$ cat config.mk
export PLATFORM = sky130hd
export DESIGN_NAME = debug_run_ctrl_flat
export DESIGN_NICKNAME = d
export VERILOG_FILES = /design/src/rtl/debug_pkg.sv /design/src/rtl/debug_run_ctrl_if.sv /design/src/rtl/debug_cycle_counter.sv /design/src/rtl/debug_run_ctrl.sv /design/src/flat_wrapper.sv
export SDC_FILE = /design/constraint.sdc
export NUM_CORES = 1
export LEC_CHECK = 0
export ABC_CLOCK_PERIOD_IN_PS = 3150
export BUFFER_PORTS_ARGS = -buffer_cell sky130_fd_sc_hd__clkbuf_2
export CORE_MARGIN = 8
export CORE_UTILIZATION = 53
export DETAILED_ROUTE_END_ITERATION = 8
export PLACE_DENSITY = 0.79
export SLEW_MARGIN = 20
export SYNTH_ARGS = -nofsm -noshare
export SYNTH_HDL_FRONTEND = slang
export SYNTH_SLANG_ARGS = --single-unit
$ cat constraint.sdc
create_clock -name clk -period 3.15 [get_ports clk]
set_clock_uncertainty 0.2 [all_clocks]
set_input_delay 0.315 -clock clk [delete_from_list [all_inputs] [get_ports clk]]
set_output_delay 0.315 -clock clk [all_outputs]
set_load 0.01 [all_outputs]
$ cat src/rtl/debug_pkg.sv
// Shared constants for the debug unit: state encodings, command bytes and snapshot size.
package debug_pkg;

  typedef logic [2:0] state_t;

  localparam state_t ST_IDLE      = 3'd0;
  localparam state_t ST_RUN       = 3'd1;
  localparam state_t ST_STEP      = 3'd2;
  localparam state_t ST_SEND      = 3'd3;
  localparam state_t ST_WAIT_SEND = 3'd4;
  localparam state_t ST_FLUSH     = 3'd5;

  localparam logic [7:0] CMD_RUN   = 8'h63;
  localparam logic [7:0] CMD_STEP  = 8'h73;
  localparam logic [7:0] CMD_DUMP  = 8'h64;
  localparam logic [7:0] CMD_RESET = 8'h72;

  localparam int unsigned SNAP_BYTES = 324;
  localparam int unsigned SNAP_BITS  = SNAP_BYTES * 8;

endpackage

$ cat src/rtl/debug_run_ctrl_if.sv
// Command/status bundle between the UART RX, pipeline and snapshot sender and debug_run_ctrl.
interface debug_run_ctrl_if;
  logic [7:0]  i_rx_data;
  logic        is_rx_done;
  logic        is_halt;
  logic        is_send_done;
  logic        os_pipe_en;
  logic        os_pipe_rst;
  logic        os_send_start;
  logic        os_busy;
  logic [31:0] o_cycle_count;
  logic [2:0]  o_state;

  modport slave (
    input  i_rx_data, is_rx_done, is_halt, is_send_done,
    output os_pipe_en, os_pipe_rst, os_send_start, os_busy, o_cycle_count, o_state
  );

  modport master (
    output i_rx_data, is_rx_done, is_halt, is_send_done,
    input  os_pipe_en, os_pipe_rst, os_send_start, os_busy, o_cycle_count, o_state
  );
endinterface

$ cat src/rtl/debug_cycle_counter.sv
// 32-bit saturating counter of pipeline-enabled cycles, with synchronous clear.
module debug_cycle_counter (
  input  logic        clk,
  input  logic        rst,
  input  logic        clr_i,
  input  logic        en_i,
  output logic [31:0] cnt_o
);

  logic [31:0] cnt_q, cnt_d;

  function automatic logic [31:0] sat_inc(input logic [31:0] v);
    return (v == 32'hFFFF_FFFF) ? v : v + 32'd1;
  endfunction

  always_comb begin
    cnt_d = cnt_q;
    if (clr_i)     cnt_d = 32'd0;
    else if (en_i) cnt_d = sat_inc(cnt_q);
  end

  always_ff @(posedge clk or posedge rst) begin
    if (rst) cnt_q <= 32'd0;
    else     cnt_q <= cnt_d;
  end

  assign cnt_o = cnt_q;

endmodule

$ cat src/rtl/debug_run_ctrl.sv
// Debug command sequencer: run/step/dump/reset over UART, snapshot send after every stop.
// Optional RUN watchdog compiled in with `define DBG_WATCHDOG_EN.
module debug_run_ctrl
  import debug_pkg::*;
#(
  parameter int unsigned RUN_MAX_CYCLES = 4096
) (
  input  logic             clk,
  input  logic             rst,
  debug_run_ctrl_if.slave  bus
);

  if (RUN_MAX_CYCLES < 2 || RUN_MAX_CYCLES > 65536) begin : g_bad_run_max
    $error("RUN_MAX_CYCLES out of range 2..65536");
  end

  state_t state_q, state_d;
  logic   pipe_en;
  logic   wd_exit;

`ifdef DBG_WATCHDOG_EN
  localparam logic [15:0] WD_LAST = 16'(RUN_MAX_CYCLES - 1);
  logic [15:0] wd_q;

  // Held at zero outside RUN so every RUN entry starts counting from 0.
  always_ff @(posedge clk or posedge rst) begin
    if (rst)                    wd_q <= 16'd0;
    else if (state_q != ST_RUN) wd_q <= 16'd0;
    else                        wd_q <= wd_q + 16'd1;
  end

  assign wd_exit = (wd_q == WD_LAST);
`else
  assign wd_exit = 1'b0;
`endif

  always_comb begin
    state_d = state_q;
    case (state_q)
      ST_IDLE: begin
        if (bus.is_rx_done) begin
          case (bus.i_rx_data)
            CMD_RUN:   state_d = bus.is_halt ? ST_SEND : ST_RUN;
            CMD_STEP:  state_d = bus.is_halt ? ST_SEND : ST_STEP;
            CMD_DUMP:  state_d = ST_SEND;
            CMD_RESET: state_d = ST_FLUSH;
            default:   state_d = ST_IDLE;
          endcase
        end
      end
      ST_RUN: begin
        if (bus.is_halt || bus.is_rx_done || wd_exit) state_d = ST_SEND;
      end
      ST_STEP:      state_d = ST_SEND;
      ST_SEND:      state_d = ST_WAIT_SEND;
      ST_WAIT_SEND: if (bus.is_send_done) state_d = ST_IDLE;
      ST_FLUSH:     state_d = ST_IDLE;
      default:      state_d = ST_IDLE;
    endcase
  end

  always_ff @(posedge clk or posedge rst) begin
    if (rst) state_q <= ST_IDLE;
    else     state_q <= state_d;
  end

  assign pipe_en = (state_q == ST_RUN) || (state_q == ST_STEP);

  debug_cycle_counter u_cycle_counter (
    .clk   (clk),
    .rst   (rst),
    .clr_i (state_q == ST_FLUSH),
    .en_i  (pipe_en),
    .cnt_o (bus.o_cycle_count)
  );

  assign bus.os_pipe_en    = pipe_en;
  assign bus.os_pipe_rst   = (state_q == ST_FLUSH);
  assign bus.os_send_start = (state_q == ST_SEND);
  assign bus.os_busy       = (state_q != ST_IDLE);
  assign bus.o_state       = state_q;

endmodule
$ cat src/flat_wrapper.sv
// flat-port wrapper written by rule: the top's interface ports become plain ports
module debug_run_ctrl_flat import debug_pkg::*;
#(
  parameter int unsigned RUN_MAX_CYCLES = 4096
)
  (clk, rst, bus_i_rx_data, bus_is_rx_done, bus_is_halt, bus_is_send_done, bus_os_pipe_en, bus_os_pipe_rst, bus_os_send_start, bus_os_busy, bus_o_cycle_count, bus_o_state);
  debug_run_ctrl_if bus_i ();
  input  logic clk;
  input  logic rst;
  input wire logic [$bits(bus_i.i_rx_data)-1:0] bus_i_rx_data;
  input wire logic [$bits(bus_i.is_rx_done)-1:0] bus_is_rx_done;
  input wire logic [$bits(bus_i.is_halt)-1:0] bus_is_halt;
  input wire logic [$bits(bus_i.is_send_done)-1:0] bus_is_send_done;
  output wire logic [$bits(bus_i.os_pipe_en)-1:0] bus_os_pipe_en;
  output wire logic [$bits(bus_i.os_pipe_rst)-1:0] bus_os_pipe_rst;
  output wire logic [$bits(bus_i.os_send_start)-1:0] bus_os_send_start;
  output wire logic [$bits(bus_i.os_busy)-1:0] bus_os_busy;
  output wire logic [$bits(bus_i.o_cycle_count)-1:0] bus_o_cycle_count;
  output wire logic [$bits(bus_i.o_state)-1:0] bus_o_state;
  assign bus_i.i_rx_data = bus_i_rx_data;
  assign bus_i.is_rx_done = bus_is_rx_done;
  assign bus_i.is_halt = bus_is_halt;
  assign bus_i.is_send_done = bus_is_send_done;
  assign bus_os_pipe_en = bus_i.os_pipe_en;
  assign bus_os_pipe_rst = bus_i.os_pipe_rst;
  assign bus_os_send_start = bus_i.os_send_start;
  assign bus_os_busy = bus_i.os_busy;
  assign bus_o_cycle_count = bus_i.o_cycle_count;
  assign bus_o_state = bus_i.o_state;
  debug_run_ctrl #(.RUN_MAX_CYCLES(RUN_MAX_CYCLES)) u_core (.clk(clk), .rst(rst), .bus(bus_i));
endmodule
==> summary.txt, run 1 <==
Run status
  • Outcome: finished clean

Worst setup path
  • CP Launch Point: u_core.bus.o_state[0]$_DFFE_PP0P_
  • Crit path max fanout: 12
  • Setup CP Type: register to register
  • Crit end category: register
  • Critical path arrival: about 2600 ps
  • End of the critical path: u_core.u_cycle_counter.cnt_o[21]$_DFFE_PP0P_
  • R2R cell count: 5
  • FF-to-FF Start: u_core.bus.o_state[0]$_DFFE_PP0P_
  • Worst R2R End: u_core.u_cycle_counter.cnt_o[21]$_DFFE_PP0P_
  • Worst R2R Setup Slack: slightly below 600 ps
  • Worst setup SP type: register
  • Critical path required time: ~3200 ps

Yosys
  • Seq cells post-synth: 35
  • Post-synthesis async set-or-reset flop share: 100%
  • Post-synthesis cell area: ~2100 sq um
  • Post-synthesis average cell area: just under 9 sq um
  • Ys Warns: 0
  • EDFF count, synth: 0
  • Cells after Synth: roughly 240
  • Sequential area share after synthesis: 41.7%
  • Cell variety after synth: 53
  • Post-Syn Nets: 250
  • Top_reg_cell synth: dfrtp_1

CTS
  • Clock Sinks: 35
  • Cts repair resizes: 0
  • Clk root buf: clkbuf_8
  • CTS tree: done
  • Total CTS buffers: 5
  • Clock transition at the registers of the reported paths: 70 ps
  • # H-tree levels: 2
  • Clk buf depth: 2
  • Worst-skew pair later-pin latency: 290 ps

STA
  • Setup total negative slack: 0 ps
  • Worst hold slack: between 200 and 250 ps
  • Max-slew violations: 0
  • Final Critical Period: roughly 2600 ps
  • RSZ-0062 raised after global routing: false
  • Final Hold Vio Count: 0
  • Worst-Margin Slew: 625 ps
  • Fmax: 390 MHz
  • Max-Slew Margin vs Limit: roughly three fifths
  • Final setup viols: 0
  • Final period utilization: about four fifths

Detailed routing
  • Initial drt markers: ~120
  • WL per Instance: about 16 um
  • Average vias per placed instance: roughly 6.1
  • Vias: approximately 2100
  • DR pass1 iterations: 4
  • Wirelength, routed: roughly 5300 um
  • ANT nets after route: 0
  • # DRC: 0

Die
  • Initial core utilization: a little over half
  • Die ar.: around 6200 sq um
  • Die X: around 80 um
  • Core area: around 4000 sq um
  • Placement row count: 23
  • Ports: 52
  • Die height: 79.0 um

Power
  • VDD IR-drop max: ~0.45 mV
  • Total leakage power: around 1.1 nW
  • Overall power: around 1.4 mW
  • Power per cell area: about 570 nW/um^2

Finish
  • # fillers: 375
  • Multi-input gate area: ~1100 sq um
  • Commonest non-fill, non-tap cells in the layout: 51 x clkbuf_2, 35 x dfrtp_1, 21 x nand2_1, 21 x nor2_1, 20 x a21oi_1
  • Area Growth Syn to Fin: 19.4%
  • Antenna Cells: 0
  • FF/Latch Area: a little under 900 sq um
  • Fraction of layout cells with a size suffix above 1: a little over a quarter
  • Final net count: about 300
  • Final Non-Filler Cells: 340
  • Finished Core Util: about 64%
  • Commonest non-fill, non-tap cell in the layout: clkbuf_2

Global routing
  • First-pass GRT wire length: a little under 9000 um
  • Number of global-route vias before repair: ~2000
  • Antenna violations before repair: 0
  • Largest net degree at the start of global routing: 36
  • GRT Residual Overflow: 0
  • All-Layer GR Usage: 17.4%

Place
  • RD Place Congestion: around 0.8
  • HPWL after DPL: 3990 um
  • Placed cell count: 331
  • Number of port buffers: about 50

Min path
  • Worst min path class: primary input to register

Job
  • Max Cap Viol: 0
## through the flow
stage               setup WS [ps]  area, sq um
finish                        589         2510
global route                  399         2510
CTS                           583         2510
detailed placement            603         2400
global placement              690         2400
floorplan                     733         2100
## critical path: stages, from the launching register on
cell and delay (ps):
dfrtp_1 500, xnor2_2 260, or4_4 540, a311o_1 460, nor3_1 290, mux2i_1 240
## final cells by class
class                           count  area share, %
Tap cell                           50           2.49
Clock buffer                        8           3.99
Inverter                            7           1.05
Sequential cell                    35           34.9
Multi-Input combinational cell    184           45.8
Timing Repair Buffer               56           11.8
## cell families after synthesis
| group | share of synthesized area, % |
|---|---|
| AO/OA/AOI/OAI | 18.6 |
| flip-flops | 41.7 |
| adder cells (fa/ha/maj) | 0.595 |
| multiplexers | 1.01 |
| XOR/XNOR | 2.86 |
| buffers and inverters | 3.63 |
| AND/OR/NAND/NOR | 31.6 |
## state kept, by name (all words and copies together) (netlist names)
| name | cells |
|---|---|
| u_core.bus.o_state | 3 |
| u_core.u_cycle_counter.cnt_o | 32 |
## where the power goes
group	switching, mW	internal (mW)	leakage [nW]
clock	0.156	0.199	0.0515
sequential	0.106	0.500	0.478
combinational	0.272	0.201	0.597
## layer usage
metal	vias to the layer above	share of wire (%)	GRT usage [%]
met5	-	0	0
met4	0	1.5	7.41
met3	8	5.5	4.51
met2	53	50	31.1
met1	1012	43	19.2
li1	1003	-	-
## what timing repair did
action,4_1_cts,5_1_grt
setup endpoints to repair,0,0
hold buffers,1,0
hold endpoints to repair,35,0
buffers inserted,0,0
## worst min path at each step
| stage | from | slack [ps] | end | cells after the start |
|---|---|---|---|---|
| 2_1_floorplan | rst | 270 | u_core.bus.o_state[0]$_DFFE_PP0P_ | 1 |
| 3_3_place_gp | rst | 220 | u_core.u_cycle_counter.cnt_o[24]$_DFFE_PP0P_ | 3 |
| 3_5_place_dp | rst | 230 | u_core.u_cycle_counter.cnt_o[24]$_DFFE_PP0P_ | 3 |
| 4_1_cts | bus_is_send_done | 230 | u_core.bus.o_state[2]$_DFFE_PP0P_ | 4 |
| 5_1_grt | bus_is_send_done | 250 | u_core.bus.o_state[2]$_DFFE_PP0P_ | 4 |
| 6_report | bus_is_send_done | 230 | u_core.bus.o_state[2]$_DFFE_PP0P_ | 4 |
## cell usage after synthesis, types with 5 or more instances
cell | count | area, sq um
nand4_1 | 7 | 43.8
o21ai_0 | 16 | 80.1
nor3_1 | 7 | 35.0
nand2_1 | 21 | 78.8
or4_1 | 5 | 37.5
nor2_1 | 21 | 78.8
inv_1 | 7 | 26.3
dfrtp_1 | 35 | 876
clkbuf_1 | 5 | 18.8
nand3_1 | 9 | 45.0
xnor2_1 | 5 | 43.8
or3_1 | 16 | 100
a21oi_1 | 20 | 100
(Power assumes the default switching activity.)
==> run 2, diff against run 1 <==
--- a/config.mk
+++ b/config.mk
@@ -5,12 +5,13 @@
 export SDC_FILE = /design/constraint.sdc
 export NUM_CORES = 1
 export LEC_CHECK = 0
-export ABC_CLOCK_PERIOD_IN_PS = 3150
+export ABC_AREA = 1
+export ABC_CLOCK_PERIOD_IN_PS = 2420
 export BUFFER_PORTS_ARGS = -buffer_cell sky130_fd_sc_hd__clkbuf_2
 export CORE_MARGIN = 8
-export CORE_UTILIZATION = 53
+export CORE_UTILIZATION = 55
 export DETAILED_ROUTE_END_ITERATION = 8
-export PLACE_DENSITY = 0.79
+export PLACE_DENSITY = 0.8
 export SLEW_MARGIN = 20
 export SYNTH_ARGS = -nofsm -noshare
 export SYNTH_HDL_FRONTEND = slang
==> constraint.sdc (replaced) <==
create_clock -name clk -period 2.42 [get_ports clk]
set_clock_uncertainty 0.2 [all_clocks]
set_input_delay 0.242 -clock clk [delete_from_list [all_inputs] [get_ports clk]]
set_output_delay 0.242 -clock clk [all_outputs]
set_load 0.01 [all_outputs]
==> run 2 against run 1 <==
Sequential power increased by 19%. Critical path depth increased by 3. Final area increased by 22%. Worst hold slack got worse by 220 ps. Setup slack got worse by 270 ps. Fmax increased by 22%. Cell count increased by 53%.
==> summary.txt, run 2 <==
STA
  • Final period utilization: 86.7% (+5.4 points)
  • Final Hold Vio Count: 0 (unchanged)
  • Setup total negative slack: 0 ps (unchanged)
  • Worst hold slack: 11.1 ps (-221 ps)
  • Final setup viols: 0 (unchanged)
  • Final Critical Period: 2100 ps (-464 ps)
  • Worst-Margin Slew: 695 ps (+70.3 ps)
  • Fmax: 477 MHz (+22%)
  • Max-Slew Margin vs Limit: 53.6% (-4.5 points)
  • RSZ-0062 raised after global routing: false
  • Max-slew violations: 0 (unchanged)

CTS
  • Clk buf depth: 2 (unchanged)
  • Worst-skew pair later-pin latency: 280 ps (about the same)
  • Total CTS buffers: 5 (unchanged)
  • Clock Sinks: 35 (unchanged)
  • Post-CTS setup repair buffer count: 0 (unchanged)
  • # H-tree levels: 2 (unchanged)
  • Clk root buf: clkbuf_8
  • Clock transition at the registers of the reported paths: 70 ps (about the same)
  • CTS tree: done

Finish
  • Area Growth Syn to Fin: 19.0%
  • Final Non-Filler Cells: 521 (+53%)
  • Finished Core Util: 66.5% (+2.4 points)
  • Commonest non-fill, non-tap cells in the layout: 152 x nand2_1, 69 x nor2_1, 51 x clkbuf_2
  • Antenna Cells: 0 (unchanged)
  • Commonest non-fill, non-tap cell in the layout: nand2_1
  • Fraction of layout cells with a size suffix above 1: 24.4% (-2.8 points)
  • Final net count: 480 (+58%)
  • Max reg flops: 32 (unchanged)

Detailed routing
  • ANT nets after route: 0 (unchanged)
  • # DRC: 0 (unchanged)
  • DR pass1 iterations: 5 (+1)
  • WL per Instance: 13.4 um (-14%)
  • Average vias per placed instance: 5.25 (-14%)
  • Initial drt markers: 162 (+36%)
  • Vias: 2737 (+32%)
  • Wirelength, routed: 6990 um (+32%)

Yosys
  • Synth area leader: dfrtp_1
  • Post-synthesis cell area: 2570 sq um (+22%)
  • Cells after Synth: 396 (+68%)
  • Ys Warns: 0 (unchanged)
  • EDFF count, synth: 0 (unchanged)
  • Most numerous cell in the Yosys netlist: nand2_1
  • Seq cells post-synth: 35 (unchanged)
  • Cell variety after synth: 31 (-42%)
  • Sequential area share after synthesis: 34.1% (-7.6 points)
  • Synth top area share: 34.1% (-7.6 points)
  • Synth cell count leaders: 152 x nand2_1, 69 x nor2_1, 35 x dfrtp_1
  • Synth top area cells: dfrtp_1 34%, nand2_1 22%, nor2_1 10%
  • Top_reg_cell synth: dfrtp_1
  • Post-Syn Nets: 410 (+64%)
  • Post-synthesis average cell area: 6.49 sq um (-27%)
  • Post-synthesis async set-or-reset flop share: 100% (unchanged)

Die
  • Core area: 4600 sq um (+17%)
  • Die X: 84.3 um (+6.8%)
  • Placement row count: 25 (+8.7%)
  • Die ar.: 7110 sq um (+14%)
  • Ports: 52 (unchanged)
  • Initial core utilization: 55.9% (+2.2 points)
  • Die height: 84.3 um (+6.8%)

Power
  • VDD IR-drop max: 0.517 mV (+16%)
  • Net Sw Frac: 45.7% (+8.4 points)
  • Combinational Power Share: 43.9% (+11 points)
  • NetSw: 0.930 mW (+74%)
  • Power per cell area: 667 nW/um^2 (+17%)
  • Flop pwr share: 35.5% (-6.8 points)
  • Total leakage power: 1.58 nW (+40%)
  • Internal power component: 1.11 mW (+23%)
  • Clk pwr share: 20.6% (-4.2 points)

Place
  • Number of port buffers: 51 (unchanged)
  • HPWL after DPL: 5320 um (+33%)
  • RD Place Congestion: 0.962 (+19%)
  • Placed cell count: 512 (+55%)

Worst setup path
  • CP peak stage delay: 570 ps (+30 ps)
  • Worst path cell trace: ha_1, inv_2, nor2_4, nand2_4, nor2_8, a21oi_4, nand4_1, nand2_1
  • Critical Path Slowest Stage Cell: a21oi_4
  • Crit path max fanout: 27 (+15)
  • CP Buf/Inv Count: 1 (+1)
  • Worst setup SP type: register
  • Worst R2R Setup Slack: 320 ps (-270 ps)
  • Setup CP Type: register to register
  • CP delay by family, top: compound AO/OA/AOI/OAI gates
  • Crit end category: register
  • Critical path required time: 2440 ps (-720 ps)
  • Critical path arrival: 2120 ps (-460 ps)

Global routing
  • All-Layer GR Usage: 20.1% (+2.7 points)
  • Largest net degree at the start of global routing: 36 (unchanged)
  • GRT Residual Overflow: 0 (unchanged)
  • Antenna violations before repair: 0 (unchanged)
  • First-pass GRT wire length: 12100 um (+37%)
  • Number of global-route vias before repair: 2774 (+38%)

Min path
  • Worst min path class: primary input to register

Run status
  • Outcome: finished clean

Job
  • Max Cap Viol: 0 (unchanged)
-- run 2: changes by cell type after synthesis, sizes merged, moves of 12 or more --
cell and change:
nand2 +156, nor2 +51, inv +23, nand3 +18, or3 -18, a21oi -17
o21ai -15, nand4 +12
-- run 2: stage by stage --
stage	worst slack (ps)	total power, mW	instance area (sq um)
final	322	2.04	3060
after detailed placement	30.6	1.62	2960
after CTS	3.21	2.03	3050
after global placement	111	1.60	2960
after global routing	142	2.19	3060
after floorplan	469	1.48	2570
-- run 2: worst paths after layout --
check                                                                   from                                           end  cells past startpoint
max in group asynchronous                                                rst  u_core.u_cycle_counter.cnt_o[16]$_DFFE_PP0P_                      4
worst max-delay path             u_core.u_cycle_counter.cnt_o[1]$_DFFE_PP0P_  u_core.u_cycle_counter.cnt_o[31]$_DFFE_PP0P_                      8
worst max register to register   u_core.u_cycle_counter.cnt_o[1]$_DFFE_PP0P_  u_core.u_cycle_counter.cnt_o[31]$_DFFE_PP0P_                      8
min in group asynchronous                                                rst  u_core.u_cycle_counter.cnt_o[24]$_DFFE_PP0P_                      4
worst min register to register  u_core.u_cycle_counter.cnt_o[16]$_DFFE_PP0P_  u_core.u_cycle_counter.cnt_o[16]$_DFFE_PP0P_                      2
worst min-delay path                                             bus_is_halt             u_core.bus.o_state[1]$_DFFE_PP0P_                      3
-- run 2: area by class of cell --
class	instances	area (sq um)
inverter	31	121
tap	54	67.6
clock inverter	1	5.00
multi-input combinational	323	1510
timing repair buffer	70	400
fill	452	1540
sequential	35	876
clock buffer	7	76.3
-- run 2: timing repair --
action,CTS,global route
hold buffers,1,0
resized for setup,0,0
hold endpoints to repair,35,0
-- run 2: power by group through the flow --
stage / Clock, mW / Combinational, mW / Sequential, mW
final: 0.420 / 0.895 / 0.722
after global routing: 0.447 / 1.01 / 0.731
after CTS: 0.422 / 0.891 / 0.721
after detailed placement: 0 / 0.888 / 0.733
after global placement: 0 / 0.876 / 0.729
after floorplan: 0 / 0.723 / 0.761
-- run 2: kinds of logic (layout without fill, tap and decap cells) --
family | after synthesis | in the layout | synth area share, %
XOR/XNOR | 8 | 8 | 2.73
AND/OR/NAND/NOR | 307 | 307 | 53.5
buffers and inverters | 38 | 109 | 7.40
adder cells (fa/ha/maj) | 1 | 1 | 0.487
AO/OA/AOI/OAI | 7 | 7 | 1.80
flip-flops | 35 | 35 | 34.1
-- run 2: worst reg2reg max path, delay by kind of cell (launching register included) --
kind	cells	cell delay [ps]
AO/OA/AOI/OAI	1	570
buffers and inverters	1	90
AND/OR/NAND/NOR	5	520
adder cells (fa/ha/maj)	1	230
flip-flops	1	430
-- run 2: layer usage --
| metal | share of wire (%) | track usage (%) |
|---|---|---|
| met1 | 42 | 24.0 |
| met2 | 48 | 33.6 |
| met3 | 7.4 | 4.26 |
| met4 | 2.3 | 9.41 |
| met5 | 0 | 0 |
==> run 3, diff against run 2 <==
==> constraint.sdc (replaced) <==
create_clock -name clk -period 2.42 [get_ports clk]
set_clock_uncertainty 0.2 [all_clocks]
set_input_delay 0.363 -clock clk [delete_from_list [all_inputs] [get_ports clk]]
set_output_delay 0.363 -clock clk [all_outputs]
set_load 0.01 [all_outputs]
==> run 3 against run 2 <==
Routed wire length is 0.59% lower. Cell count rose by 0.19%. Largest power group unchanged. Power is 2.9% higher. Critical endpoint is now u_core.u_cycle_counter.cnt_o[23]$_DFFE_PP0P_. Via count up 0.84%. Clock power up 13%. Final area increased by 0.98%.
==> summary.txt, run 3 (synthesis gave the netlist of run 2 again) <==
Finish
  • Fraction of layout cells with a size suffix above 1: 25.0% (+0.59 points)
  • Antenna Cells: 0 (unchanged)
  • Final net count: 481 (+0.21%)
  • Max reg flops: 32 (unchanged)
  • Commonest non-fill, non-tap cells in the layout: 152 x nand2_1, 69 x nor2_1, 51 x clkbuf_2
  • Area Growth Syn to Fin: 20.2%
  • Commonest non-fill, non-tap cell in the layout: nand2_1

Worst setup path
  • Critical Path Slowest Stage Cell: a21oi_4
  • CP Launch Point: u_core.u_cycle_counter.cnt_o[1]$_DFFE_PP0P_
  • CP Buf/Inv Count: 1 (unchanged)
  • Critical Path Stages: 8 (unchanged)
  • FF-to-FF Start: u_core.u_cycle_counter.cnt_o[1]$_DFFE_PP0P_
  • CP peak stage delay: 590 ps (+20 ps)
  • Worst R2R End: u_core.u_cycle_counter.cnt_o[23]$_DFFE_PP0P_
  • Worst R2R Setup Slack: 280 ps (-50 ps)
  • Critical path required time: 2440 ps (about the same)
  • Critical path arrival: 2160 ps (+40 ps)
  • R2R cell count: 8 (unchanged)
  • Worst setup SP type: register
  • Crit end category: register
  • Setup CP Type: register to register
  • Worst path cell trace: ha_1, inv_2, nor2_4, nand2_4, nor2_8, a21oi_4, nand4_1, nand2_1
  • Crit path max fanout: 27 (unchanged)
  • End of the critical path: u_core.u_cycle_counter.cnt_o[23]$_DFFE_PP0P_
  • CP delay by family, top: compound AO/OA/AOI/OAI gates

CTS
  • Total CTS buffers: 5 (unchanged)
  • Clk buf depth: 2 (unchanged)
  • Clk root buf: clkbuf_8
  • # H-tree levels: 2 (unchanged)
  • Clock Sinks: 35 (unchanged)
  • CTS tree: done
  • Post-CTS setup repair buffer count: 0 (unchanged)
  • Worst-skew pair later-pin latency: 290 ps (about the same)
  • Clock transition at the registers of the reported paths: 80 ps (about the same)

STA
  • Final period utilization: 88.6% (+1.9 points)
  • RSZ-0062 raised after global routing: false
  • Max-slew violations: 0 (unchanged)
  • Setup total negative slack: 0 ps (unchanged)
  • Final setup viols: 0 (unchanged)
  • Fmax: 466 MHz (-2.2%)
  • Final Hold Vio Count: 0 (unchanged)
  • Max-Slew Margin vs Limit: 51.8% (-1.8 points)
  • Worst-Margin Slew: 722 ps (+27.0 ps)
  • Worst hold slack: 124 ps (+113 ps)
  • Final Critical Period: 2140 ps (+47.1 ps)

Die
  • Initial core utilization: 55.9% (unchanged)
  • Die height: 84.3 um (unchanged)
  • Ports: 52 (unchanged)
  • Placement row count: 25 (unchanged)
  • Die ar.: 7110 sq um (unchanged)
  • Core area: 4600 sq um (unchanged)
  • Die X: 84.3 um (unchanged)

Power
  • Total leakage power: 1.59 nW (+0.87%)
  • VDD IR-drop max: 0.551 mV (+6.5%)
  • Power per cell area: 679 nW/um^2 (+1.9%)

Place
  • Number of port buffers: 51 (unchanged)
  • HPWL after DPL: 5370 um (+0.83%)
  • RD Place Congestion: 0.964 (+0.22%)

Global routing
  • All-Layer GR Usage: 19.7% (-0.43 points)
  • GRT Residual Overflow: 0 (unchanged)
  • First-pass GRT wire length: 11800 um (-3.0%)
  • Number of global-route vias before repair: 2623 (-5.4%)
  • Antenna violations before repair: 0 (unchanged)
  • Largest net degree at the start of global routing: 36 (unchanged)

Detailed routing
  • # DRC: 0 (unchanged)
  • DR pass1 iterations: 5 (unchanged)
  • Vias: 2760 (+0.84%)
  • Wirelength, routed: 6950 um (-0.59%)
  • Average vias per placed instance: 5.29 (+0.65%)
  • ANT nets after route: 0 (unchanged)
  • WL per Instance: 13.3 um (-0.78%)
  • Initial drt markers: 224 (+38%)

Min path
  • Worst min path class: primary input to register

Run status
  • Outcome: finished clean

Job
  • Max Cap Viol: 0 (unchanged)
run 3: metrics by stage:
stage / area (sq um) / util [%] / total power, mW / instances / worst slack (ps)
after global routing: 3090 / 67.1 / 2.23 / 522 / 178
after detailed placement: 2970 / 64.5 / 1.62 / 513 / 36.0
after global placement: 2970 / 64.5 / 1.61 / 513 / 107
after CTS: 3090 / 67.1 / 2.12 / 522 / 320
after floorplan: 2570 / - / 1.48 / 396 / 469
final: 3090 / 67.1 / 2.10 / 522 / 275
run 3: worst reg2reg max path, delay by kind of cell (launching register included):
family / cells / cell delay (ps)
AOI/OAI and AO/OA: 1 / 590
buffers and inverters: 1 / 90
adders and majority gates: 1 / 230
and+or+nand+nor: 5 / 540
DFF: 1 / 430
run 3: report_power, final:
part	total (mW)	internal [mW]	switching [mW]	leakage (nW)
registers	0.724	0.644	0.0798	0.481
clock network	0.476	0.259	0.217	0.0505
logic	0.896	0.261	0.636	1.06
total	2.10	1.16	0.933	1.59
run 3: cell type report:
| type | instances | area (sq um) |
|---|---|---|
| sequential | 35 | 876 |
| timing repair buffer | 71 | 408 |
| clock inverter | 1 | 7.51 |
| fill | 443 | 1510 |
| tap | 54 | 67.6 |
| multi-input combinational | 323 | 1510 |
| clock buffer | 7 | 96.3 |
| inverter | 31 | 121 |
run 3: routing by layer:
layer  vias up  wire length (um)  global-route usage (%)
met5         -                 0                       0
met2        87              3310                    32.5
met1      1263              3040                    24.1
met3        16               393                    3.78
li1       1394                 -                       -
met4         0               202                    9.26
run 3: worst min-delay path by stage:
stage               depth (start not counted)                                            to   startpoint
floorplan                                   2             u_core.bus.o_state[1]$_DFFE_PP0P_  bus_is_halt
global placement                            3  u_core.u_cycle_counter.cnt_o[31]$_DFFE_PP0P_          rst
detailed placement                          3  u_core.u_cycle_counter.cnt_o[30]$_DFFE_PP0P_          rst
CTS                                         3             u_core.bus.o_state[1]$_DFFE_PP0P_  bus_is_halt
global route                                3             u_core.bus.o_state[1]$_DFFE_PP0P_  bus_is_halt
finish                                      3             u_core.bus.o_state[1]$_DFFE_PP0P_  bus_is_halt
run 3: timing repair:
action	CTS	global route
endpoints found under the setup margin	1	0
gates resized for setup	1	0
hold endpoints to repair	35	0
hold buffers	1	0
